**src/rtl/cmprs_tx_pkg.sv**
```systemverilog
// cmprs_tx_pkg: shared types and defaults for the compressor transmit end.
// Optional build macro: CMPRS_TX_TRAILER_EN (bit-count trailer word per block).
package cmprs_tx_pkg;

    localparam int OUT_W_D   = 16;
    localparam int CODE_W_D  = 32;
    localparam int LEN_W_D   = 6;
    localparam int ACC_W_D   = 48;
    localparam int IMG_BIT_W = 31;

    typedef enum logic [1:0] {
        PACK,
        FLUSH,
        TRAIL,
        DONE
    } tx_state_e;

    function automatic logic [IMG_BIT_W-1:0] sat_add(
        input logic [IMG_BIT_W-1:0] a,
        input logic [IMG_BIT_W-1:0] b
    );
        logic [IMG_BIT_W:0] s;
        s = {1'b0, a} + {1'b0, b};
        return s[IMG_BIT_W] ? {IMG_BIT_W{1'b1}} : s[IMG_BIT_W-1:0];
    endfunction

endpackage

```
**src/rtl/cmprs_tx_skid.sv**
```systemverilog
// cmprs_tx_skid: two-entry valid/ready skid buffer.
// Registered out_valid/out_data with full throughput.
module cmprs_tx_skid #(
    parameter int W = 16
) (
    input  logic         sclk,
    input  logic         rst_n,
    input  logic [W-1:0] in_data,
    input  logic         in_valid,
    output logic         in_ready,
    output logic [W-1:0] out_data,
    output logic         out_valid,
    input  logic         out_ready,
    output logic         empty
);

    logic [W-1:0] sk_data;
    logic         sk_valid;

    assign in_ready = !sk_valid;
    assign empty    = !out_valid && !sk_valid;

    // output register refills from the skid first, then from the input
    always_ff @(posedge sclk or negedge rst_n) begin
        if (!rst_n) begin
            out_data  <= '0;
            out_valid <= 1'b0;
            sk_data   <= '0;
            sk_valid  <= 1'b0;
        end else if (!out_valid || out_ready) begin
            if (sk_valid) begin
                out_data  <= sk_data;
                out_valid <= 1'b1;
                sk_valid  <= 1'b0;
            end else begin
                out_valid <= in_valid;
                if (in_valid) begin
                    out_data <= in_data;
                end
            end
        end else if (in_valid && in_ready) begin
            sk_data  <= in_data;
            sk_valid <= 1'b1;
        end
    end

endmodule

```
**src/rtl/cmprs_transmit.sv**
```systemverilog
// cmprs_transmit: packs variable-length codewords MSB-first into OUT_W words.
// Optional build macro: CMPRS_TX_TRAILER_EN appends a bit-count trailer word.
module cmprs_transmit
    import cmprs_tx_pkg::*;
#(
    parameter int OUT_W  = OUT_W_D,
    parameter int CODE_W = CODE_W_D,
    parameter int LEN_W  = LEN_W_D,
    parameter int ACC_W  = ACC_W_D
) (
    input  logic                 sclk,
    input  logic                 rst_n,
    input  logic [CODE_W-1:0]    code_data,
    input  logic [LEN_W-1:0]     code_len,
    input  logic                 code_last,
    input  logic                 code_valid,
    output logic                 wfifo_ready,
    input  logic [IMG_BIT_W-1:0] up_img_bit,
    input  logic [IMG_BIT_W-1:0] low_img_bit,
    output logic [OUT_W-1:0]     out_data,
    output logic                 out_valid,
    input  logic                 out_ready,
    output logic                 encode_finish_ready,
    output logic [IMG_BIT_W-1:0] blk_bits,
    output logic                 blk_over,
    output logic                 blk_under
);

    localparam int FILL_W = $clog2(ACC_W + 1) + 1;
    localparam logic [FILL_W-1:0] ACC_F  = FILL_W'(ACC_W);
    localparam logic [FILL_W-1:0] OUT_F  = FILL_W'(OUT_W);
    localparam logic [FILL_W-1:0] ROOM_F = FILL_W'(ACC_W - CODE_W);
    localparam logic [LEN_W-1:0]  CODE_L = LEN_W'(CODE_W);

    tx_state_e state, state_nx;

    logic [ACC_W-1:0]     acc;
    logic [ACC_W-1:0]     acc_nx;
    logic [ACC_W-1:0]     comb_acc;
    logic [ACC_W-1:0]     mask;
    logic [ACC_W-1:0]     code_x;
    logic [FILL_W-1:0]    fill;
    logic [FILL_W-1:0]    fill_nx;
    logic [FILL_W-1:0]    comb_fill;
    logic [FILL_W-1:0]    len_f;
    logic [FILL_W-1:0]    sh;
    logic [LEN_W-1:0]     len_c;
    logic [IMG_BIT_W-1:0] bit_cnt;

    logic             accept;
    logic             emit;
    logic             trl_push;
    logic [OUT_W-1:0] st_data;
    logic             st_valid;
    logic             st_ready;
    logic             st_empty;

`ifdef CMPRS_TX_TRAILER_EN
    logic trl_sent;
`endif

    assign len_c = (code_len > CODE_L) ? CODE_L : code_len;

    assign wfifo_ready = (state == PACK) && (fill <= ROOM_F);
    assign accept      = code_valid && wfifo_ready;

    assign encode_finish_ready = (state == DONE);
    assign st_valid            = emit || trl_push;

    // merge an accepted codeword below the current fill, left-aligned
    always_comb begin
        len_f     = accept ? FILL_W'(len_c) : '0;
        mask      = ~({ACC_W{1'b1}} << len_f);
        code_x    = {{(ACC_W - CODE_W){1'b0}}, code_data} & mask;
        sh        = ACC_F - fill - len_f;
        comb_acc  = acc | (code_x << sh);
        comb_fill = fill + len_f;
        if (emit) begin
            acc_nx  = comb_acc << OUT_W;
            fill_nx = (comb_fill > OUT_F) ? comb_fill - OUT_F : '0;
        end else begin
            acc_nx  = comb_acc;
            fill_nx = comb_fill;
        end
    end

    // block sequencing and word-emit decisions
    always_comb begin
        state_nx = state;
        emit     = 1'b0;
        trl_push = 1'b0;
        st_data  = comb_acc[ACC_W-1 -: OUT_W];
        unique case (state)
            PACK: begin
                emit = (comb_fill >= OUT_F) && st_ready;
                if (accept && code_last) begin
                    state_nx = FLUSH;
                end
            end
            FLUSH: begin
                if (fill == '0) begin
                    state_nx = TRAIL;
                end else if (st_ready) begin
                    emit = 1'b1;
                    if (fill <= OUT_F) begin
                        state_nx = TRAIL;
                    end
                end
            end
            TRAIL: begin
`ifdef CMPRS_TX_TRAILER_EN
                if (!trl_sent) begin
                    st_data  = bit_cnt[OUT_W-1:0];
                    trl_push = st_ready;
                end else if (st_empty) begin
                    state_nx = DONE;
                end
`else
                if (st_empty) begin
                    state_nx = DONE;
                end
`endif
            end
            DONE: begin
                state_nx = PACK;
            end
            default: begin
                state_nx = PACK;
            end
        endcase
    end

    // state register
    always_ff @(posedge sclk or negedge rst_n) begin
        if (!rst_n) begin
            state <= PACK;
        end else begin
            state <= state_nx;
        end
    end

    // accumulator, bit count and end-of-block budget verdicts
    always_ff @(posedge sclk or negedge rst_n) begin
        if (!rst_n) begin
            acc       <= '0;
            fill      <= '0;
            bit_cnt   <= '0;
            blk_bits  <= '0;
            blk_over  <= 1'b0;
            blk_under <= 1'b0;
        end else if (state == DONE) begin
            acc       <= '0;
            fill      <= '0;
            bit_cnt   <= '0;
            blk_bits  <= bit_cnt;
            blk_over  <= (up_img_bit != '0) && (bit_cnt > up_img_bit);
            blk_under <= (low_img_bit != '0) && (bit_cnt < low_img_bit);
        end else begin
            acc  <= acc_nx;
            fill <= fill_nx;
            if (accept) begin
                bit_cnt <= sat_add(bit_cnt, IMG_BIT_W'(len_c));
            end
        end
    end

`ifdef CMPRS_TX_TRAILER_EN
    // remembers that this block's trailer has entered the output stage
    always_ff @(posedge sclk or negedge rst_n) begin
        if (!rst_n) begin
            trl_sent <= 1'b0;
        end else if (state == DONE) begin
            trl_sent <= 1'b0;
        end else if (trl_push) begin
            trl_sent <= 1'b1;
        end
    end
`endif

    a_len_range: assert property (
        @(posedge sclk) disable iff (!rst_n)
        code_valid |-> (code_len <= CODE_L)
    );

    cmprs_tx_skid #(
        .W(OUT_W)
    ) u_skid (
        .sclk      (sclk),
        .rst_n     (rst_n),
        .in_data   (st_data),
        .in_valid  (st_valid),
        .in_ready  (st_ready),
        .out_data  (out_data),
        .out_valid (out_valid),
        .out_ready (out_ready),
        .empty     (st_empty)
    );

endmodule

```
**config.mk**
```make
export PLATFORM = sky130hd
export DESIGN_NAME = cmprs_transmit
export DESIGN_NICKNAME = d
export VERILOG_FILES = /design/src/rtl/cmprs_tx_pkg.sv /design/src/rtl/cmprs_tx_skid.sv /design/src/rtl/cmprs_transmit.sv
export SDC_FILE = /design/constraint.sdc
export NUM_CORES = 1
export LEC_CHECK = 0
export CAP_MARGIN = 30
export CELL_PAD_IN_SITES_DETAIL_PLACEMENT = 0
export CELL_PAD_IN_SITES_GLOBAL_PLACEMENT = 2
export CORE_MARGIN = 2
export CORE_UTILIZATION = 36
export CTS_BUF_LIST = sky130_fd_sc_hd__clkbuf_2 sky130_fd_sc_hd__clkbuf_4 sky130_fd_sc_hd__clkbuf_8
export DETAILED_ROUTE_END_ITERATION = 12
export GPL_ROUTABILITY_DRIVEN = 0
export HOLD_SLACK_MARGIN = 0.1
export PLACE_DENSITY = 0.83
export SLEW_MARGIN = 20
export SYNTH_ARGS = -nofsm -noshare
export SYNTH_HDL_FRONTEND = slang
export SYNTH_SLANG_ARGS = --single-unit
```
**constraint.sdc**
```tcl
create_clock -name sclk -period 6.83 [get_ports sclk]
set_input_delay 2.049 -clock sclk [delete_from_list [all_inputs] [get_ports sclk]]
set_output_delay 2.049 -clock sclk [all_outputs]
set_load 0.05 [all_outputs]
```
# Word level (Yosys, flattened, before mapping)
# Index checks and enable logic that the tools add are counted.
# Widths: inputs -> output; s select.
# word_totals
register_bits	155
wordCells	80
# classes
addsub	5
n_lt_le_gt_ge	6
eq_ne	7
shift	2
muxes	24
n_bitwise	4
n_reduce_logical	21
# op_table
operator	count
$mux 48	2
$mux 31	3
$reduce_bool 31->1	2
$and 32x48->48	1
$not 48->48	1
$or 48x48->48	1
$shl 48x6->48 const A	1
$shl 48x7->48	1
$add 31x6->32	1
$mux 16	2
$gt 31x31->1	1
$lt 31x31->1	1
$mux 7	3
$mux 6	2
$mux 2	5
$logic_and 1x1->1	8
$pmux 2 s4	1
$add 7x6->7	1
$ge 7x5->1 const B	1
$gt 7x5->1 const B	1
$le 7x5->1 const B	1
$logic_not 7->1	1
$sub 6x7->7 const A	1
$sub 7x5->7 const B	1
other kinds (16)	26

# Logic depth before layout (Yosys ltp)
# depth
depth_word	11
depth_mapped	22
ltp_nobuf	16

# Modules after synthesis
# From an unflattened synthesis, not the netlist that was laid out.
# unflattened
hier_cells	1459
area_unflattened_um2	12921.1
# by_module_without_submodules
mod	instances	cells_per_inst	area_per_inst_um2	seq_area_each_um2
cmprs_transmit	1	1364	11413.4	3027.9
cmprs_tx_skid	1	95	1507.7	850.8

# Least setup slack after synthesis
# No wires, ideal clock.
# synth_path
path_kind	input to register
start	in code_valid
end	reg acc[39]
setup_ns	0.149
t_arrival_ns	6.479
setup_slack_ns	0.202
stages	18
path_buffers	7
cell_sequence	clkbuf_1 > nand4bb_1 > clkbuf_1 > nor2_1 > buf_2 > clkbuf_1 > clkbuf_1 > nand2_1 > ha_1 > ha_1 > fa_1 > clkbuf_1 > clkbuf_1 > o21ai_0 > a221oi_1 > a21oi_1 > a2111oi_0 > o32ai_1
# synth_between
elab_chain_cells	9
elab_cells_between_ends	14
classes_between	add/sub (2); order compare (1); shift (2); mux (4); bitwise (3); reduce/logical (2)
# synth_lines
element	line	rtl
start, declared	cmprs_transmit.sv:16	input logic code_valid,
$logic_and 1x1->1 (*)	cmprs_transmit.sv:65	assign accept = code_valid && wfifo_ready;
$mux 6 (*)	cmprs_transmit.sv:72	len_f = accept ? FILL_W'(len_c) : '0;
$shl 48x6->48	cmprs_transmit.sv:73	mask = ~({ACC_W{1'b1}} << len_f);
$not 48->48	cmprs_transmit.sv:73	
$and 32x48->48	cmprs_transmit.sv:74	code_x = {{(ACC_W - CODE_W){1'b0}}, code_data} & mask;
$shl 48x7->48	cmprs_transmit.sv:76	comb_acc = acc | (code_x << sh);
$or 48x48->48	cmprs_transmit.sv:76	
$mux 48 (*)	cmprs_transmit.sv:78	if (emit) begin
$mux 48 (*)	cmprs_transmit.sv:151	end else if (state == DONE) begin
end signal, assigned	cmprs_transmit.sv:159	acc <= acc_nx;
end, declared	cmprs_transmit.sv:37	logic [ACC_W-1:0] acc;
# Mark *: on every way between the ends. The rest lies on a longest branch, timed or not.
# A chain may end at the register's enable or synchronous reset.

# Worst setup path in the final report
# layout_path
start	in code_len[1]
end	reg acc[39]
# layout_between
elab_chain_cells	10
elab_cells_between_ends	15
classes_between	add/sub (2); order compare (2); shift (2); mux (5); bitwise (3); reduce/logical (1)
# layout_lines
element	line	rtl
start, declared	cmprs_transmit.sv:14	input logic [LEN_W-1:0] code_len,
$gt 6x6->1	cmprs_transmit.sv:62	assign len_c = (code_len > CODE_L) ? CODE_L : code_len;
$mux 6 (*)	cmprs_transmit.sv:62	
$mux 6 (*)	cmprs_transmit.sv:72	
$shl 48x6->48	cmprs_transmit.sv:73	
$not 48->48	cmprs_transmit.sv:73	
$and 32x48->48	cmprs_transmit.sv:74	
$shl 48x7->48	cmprs_transmit.sv:76	
$or 48x48->48	cmprs_transmit.sv:76	
$mux 48 (*)	cmprs_transmit.sv:78	
$mux 48 (*)	cmprs_transmit.sv:151	
# Marks and branches as above.

==> metrics.md <==
| Metric | Value |
|---|---|
| Clock period minus worst slack | `6.11 ns` |
| CTS Buf Count | `17` |
| Synth area leaders | `dfrtp_1, ha_1, mux2_2` |
| Routed via count | `12,900` |
| Yosys reg bits | `155` |
| Crit path buffers/inverters | `4` |
| Final ANT Viol Nets | `0` |
| GR Util All Layers | `0.262` |
| H-tree Lvls | `4` |
| Max Transition Viols Final | `0` |
| Yosys top cell area share | `0.302` |
| Critical-path top delay cell | `nor2_1` |
| Crit-path max FO | `13` |
| Worst-margin pin slew | `0.921 ns` |
| Worst rel slew slack | `0.378` |
| Setup tns final | `0 ns` |
| Post-CTS setup buffer count | `0` |
| Setup Skew | `0.0227 ns` |
| Share of cells above drive strength 1 | `0.106` |
| Critical path class | `in -> reg` |
| Critical path endpoint category | `flop` |
| Crit path DAT | `6.45 ns` |
| Worst path required time | `7.17 ns` |
| Via density per instance | `6.13` |
| Number of global-route vias before repair | `12,500` |
| Final worst slack | `0.719 ns` |
| Post-Place Setup Slack | `0.340 ns` |
| Final hold vios | `0` |
| Status | `complete, no violations` |
| Number of port buffers | `156` |
| Final setup fails | `0` |
| Initial Util | `0.363` |
| Most used flip-flop cell after synthesis | `dfrtp_1` |
| Die Wd | `193 microns` |
| Total grt overflow | `0` |
| Total wire length | `48,900 microns` |
| Placed cells | `2,075` |
| Max cap viols | `0` |
| Period utilization | `0.895` |
| DP Area | `0.0152 sq mm` |
| Cts hold-fix bufs | `0` |
| Switching share of total power | `0.546` |
| Hold crit path type | `reg -> reg` |
| Clock-pin slew on the worst setup and hold paths | `0.09 ns` |
| Fmax | `164 MHz` |
| Ant diodes | `0` |
| DIE HEIGHT | `193 microns` |
| Clock power frac | `0.095` |
| Detailed-route wire length per cell | `23.2 microns` |
| Seq pwr share | `0.184` |
| Gate Count Post-Synth | `1,493` |
| Post-synthesis cell area | `0.0129 sq mm` |
| First-pass GRT wire length | `74,700 microns` |
| FP Rows | `69` |
| Clock latency reported for the late side of the worst-skew pair | `0.49 ns` |
| Post-CTS resize count | `0` |
| 1st-iter DRT viols | `1,237` |
| Max Root-Sink Buffers | `2` |
| TritonCTS clock tree | `built` |
| Most frequent cells in the layout | `dfrtp_1, clkdlybuf4s50_1, nor2_1, inv_1, nand2_1` |
| Switching power | `3980 uW` |
| Syn nets | `1,691` |
| Top delay family on crit path | `simple AND/OR/NAND/NOR gates` |
| Drt drc | `0` |
| Lkg Pwr | `0.00686 uW` |
| Maximum VDD drop | `316 uV` |
| Flop2flop setup slack | `1.56 ns` |
| Pint | `3310 uW` |
| DRT Pass-1 Iters | `5` |
| Synth-to-Final Area Change | `20.8%` |
| YS warnings | `0` |
| Unrepaired setup endpoints after global routing | `false` |
| CP cell instances | `clkdlybuf4s50_1 > nor2b_1 > and3_1 > ha_1 > inv_1 > ha_1 > fa_1 > clkinv_1 > nor2_1 > a32oi_1 > nand3_1 > nor2_1 > a2111oi_0 > buf_4 > o32ai_1` |
| Fillers | `3,551` |
| NumNets Final | `1,831` |
| DP HPWL | `37,400 microns` |
| Largest net degree at the start of global routing | `67` |
| Post-synth EDFFs | `0` |
| Finished Cell Area | `0.0155 sq mm` |
| Layout Cells excl Fill | `2,107` |
| Initial antenna violation count | `0` |
| Core ar. | `0.0354 sq mm` |
| Ys async rst share | `1.00` |
| Pwr Density | `469 mW/mm^2` |
| Root Buffer | `clkbuf_8` |
| Register area share after synthesis | `0.302` |
| Netlist cell types | `93` |
| Clk sinks | `155` |
| Share of total power in combinational logic | `0.721` |
| Synth area leader | `dfrtp_1` |
| # IOs | `157` |
| Die area | `0.0372 sq mm` |
| Max stage delay on crit path | `0.60 ns` |
| Syn_area_per_cell | `8.61 sq um` |
| Crit start category | `input pin` |
-- final timing paths --
kind                             start           end  cells past startpoint
setup / recovery           code_len[1]       acc[39]                     15
hold / removal                  acc[3]        acc[3]                      2
setup reg to reg              state[0]       acc[39]                     16
hold reg to reg                 acc[3]        acc[3]                      2
max in group asynchronous        rst_n       acc[12]                      2
min in group asynchronous        rst_n  blk_bits[16]                      1
-- state kept, by name (all words and copies together), names as in the netlist, 2 cells and up --
name,cells
acc,48
bit_cnt,31
blk_bits,31
u_skid.out_data,16
u_skid.sk_data,16
fill,7
state,2
-- tightest hold or removal path: stages (launching register included) --
cell and delay [ns]:
dfrtp_1 0.33, a21oi_1 0.05, nor2_1 0.07
-- area by class of cell --
cell class	instances	area [sq um]	share of cell area
clock buffer	19	255	0.0164
clock inverter	13	121	0.00781
inverter	100	375	0.0242
multi-input combinational	1143	8290	0.534
sequential	155	3880	0.250
tap	461	577	0.0371
timing repair buffer	216	2040	0.131
-- per-stage QoR --
stage                     hold WS (ns)  power [uW]  utilization
final                            0.480        7290        0.439
after global routing             0.511        7730        0.439
after CTS                        0.486        7220        0.439
after detailed placement         0.464        6500        0.428
after global placement           0.457        6490        0.428
after floorplan                  0.446        4690            -
-- synth_stat cells (12+ instances only) --
master,number
ha_1,88
nor2b_1,16
o21ai_0,55
clkbuf_1,80
a31oi_1,26
nand4_1,26
mux2_2,46
a2111oi_0,13
nor3_1,42
xnor2_1,12
o22ai_1,18
and3_1,43
and2_1,16
o21ai_1,23
nand2b_1,20
nor2_1,103
nand2_1,96
a21o_1,24
nand3_1,36
dfrtp_1,155
nor4_1,22
mux4_2,14
o21a_1,25
o211ai_1,14
a211oi_1,35
mux2i_1,30
a21oi_1,95
buf_2,12
a311oi_1,14
inv_1,97
a221oi_1,18
-- layer usage --
metal	routed length [microns]	up-vias	GRT usage	share of wire
li1	-	5955	-	-
met1	23500	6372	0.387	0.48
met2	21100	511	0.395	0.43
met3	2900	70	0.0337	0.059
met4	1400	0	0.0889	0.029
met5	0	-	0	0
-- kinds of logic after synthesis --
family,synth area share
AOI/OAI and AO/OA,0.262
and+or+nand+nor,0.186
buffers and inverters,0.0581
DFF,0.302
adders and majority gates,0.0934
muxes,0.0882
xor gates and xnor gates,0.0102
-- power by group through the flow --
stage                     sequential, uW  clock [uW]  combinational, uW
after floorplan                     1500           0               3190
after detailed placement            1360           0               5140
after global routing                1370         751               5610
final                               1340         694               5250
after CTS                           1350         716               5160
after global placement              1360           0               5130
Power figures use the tool's default switching activity.
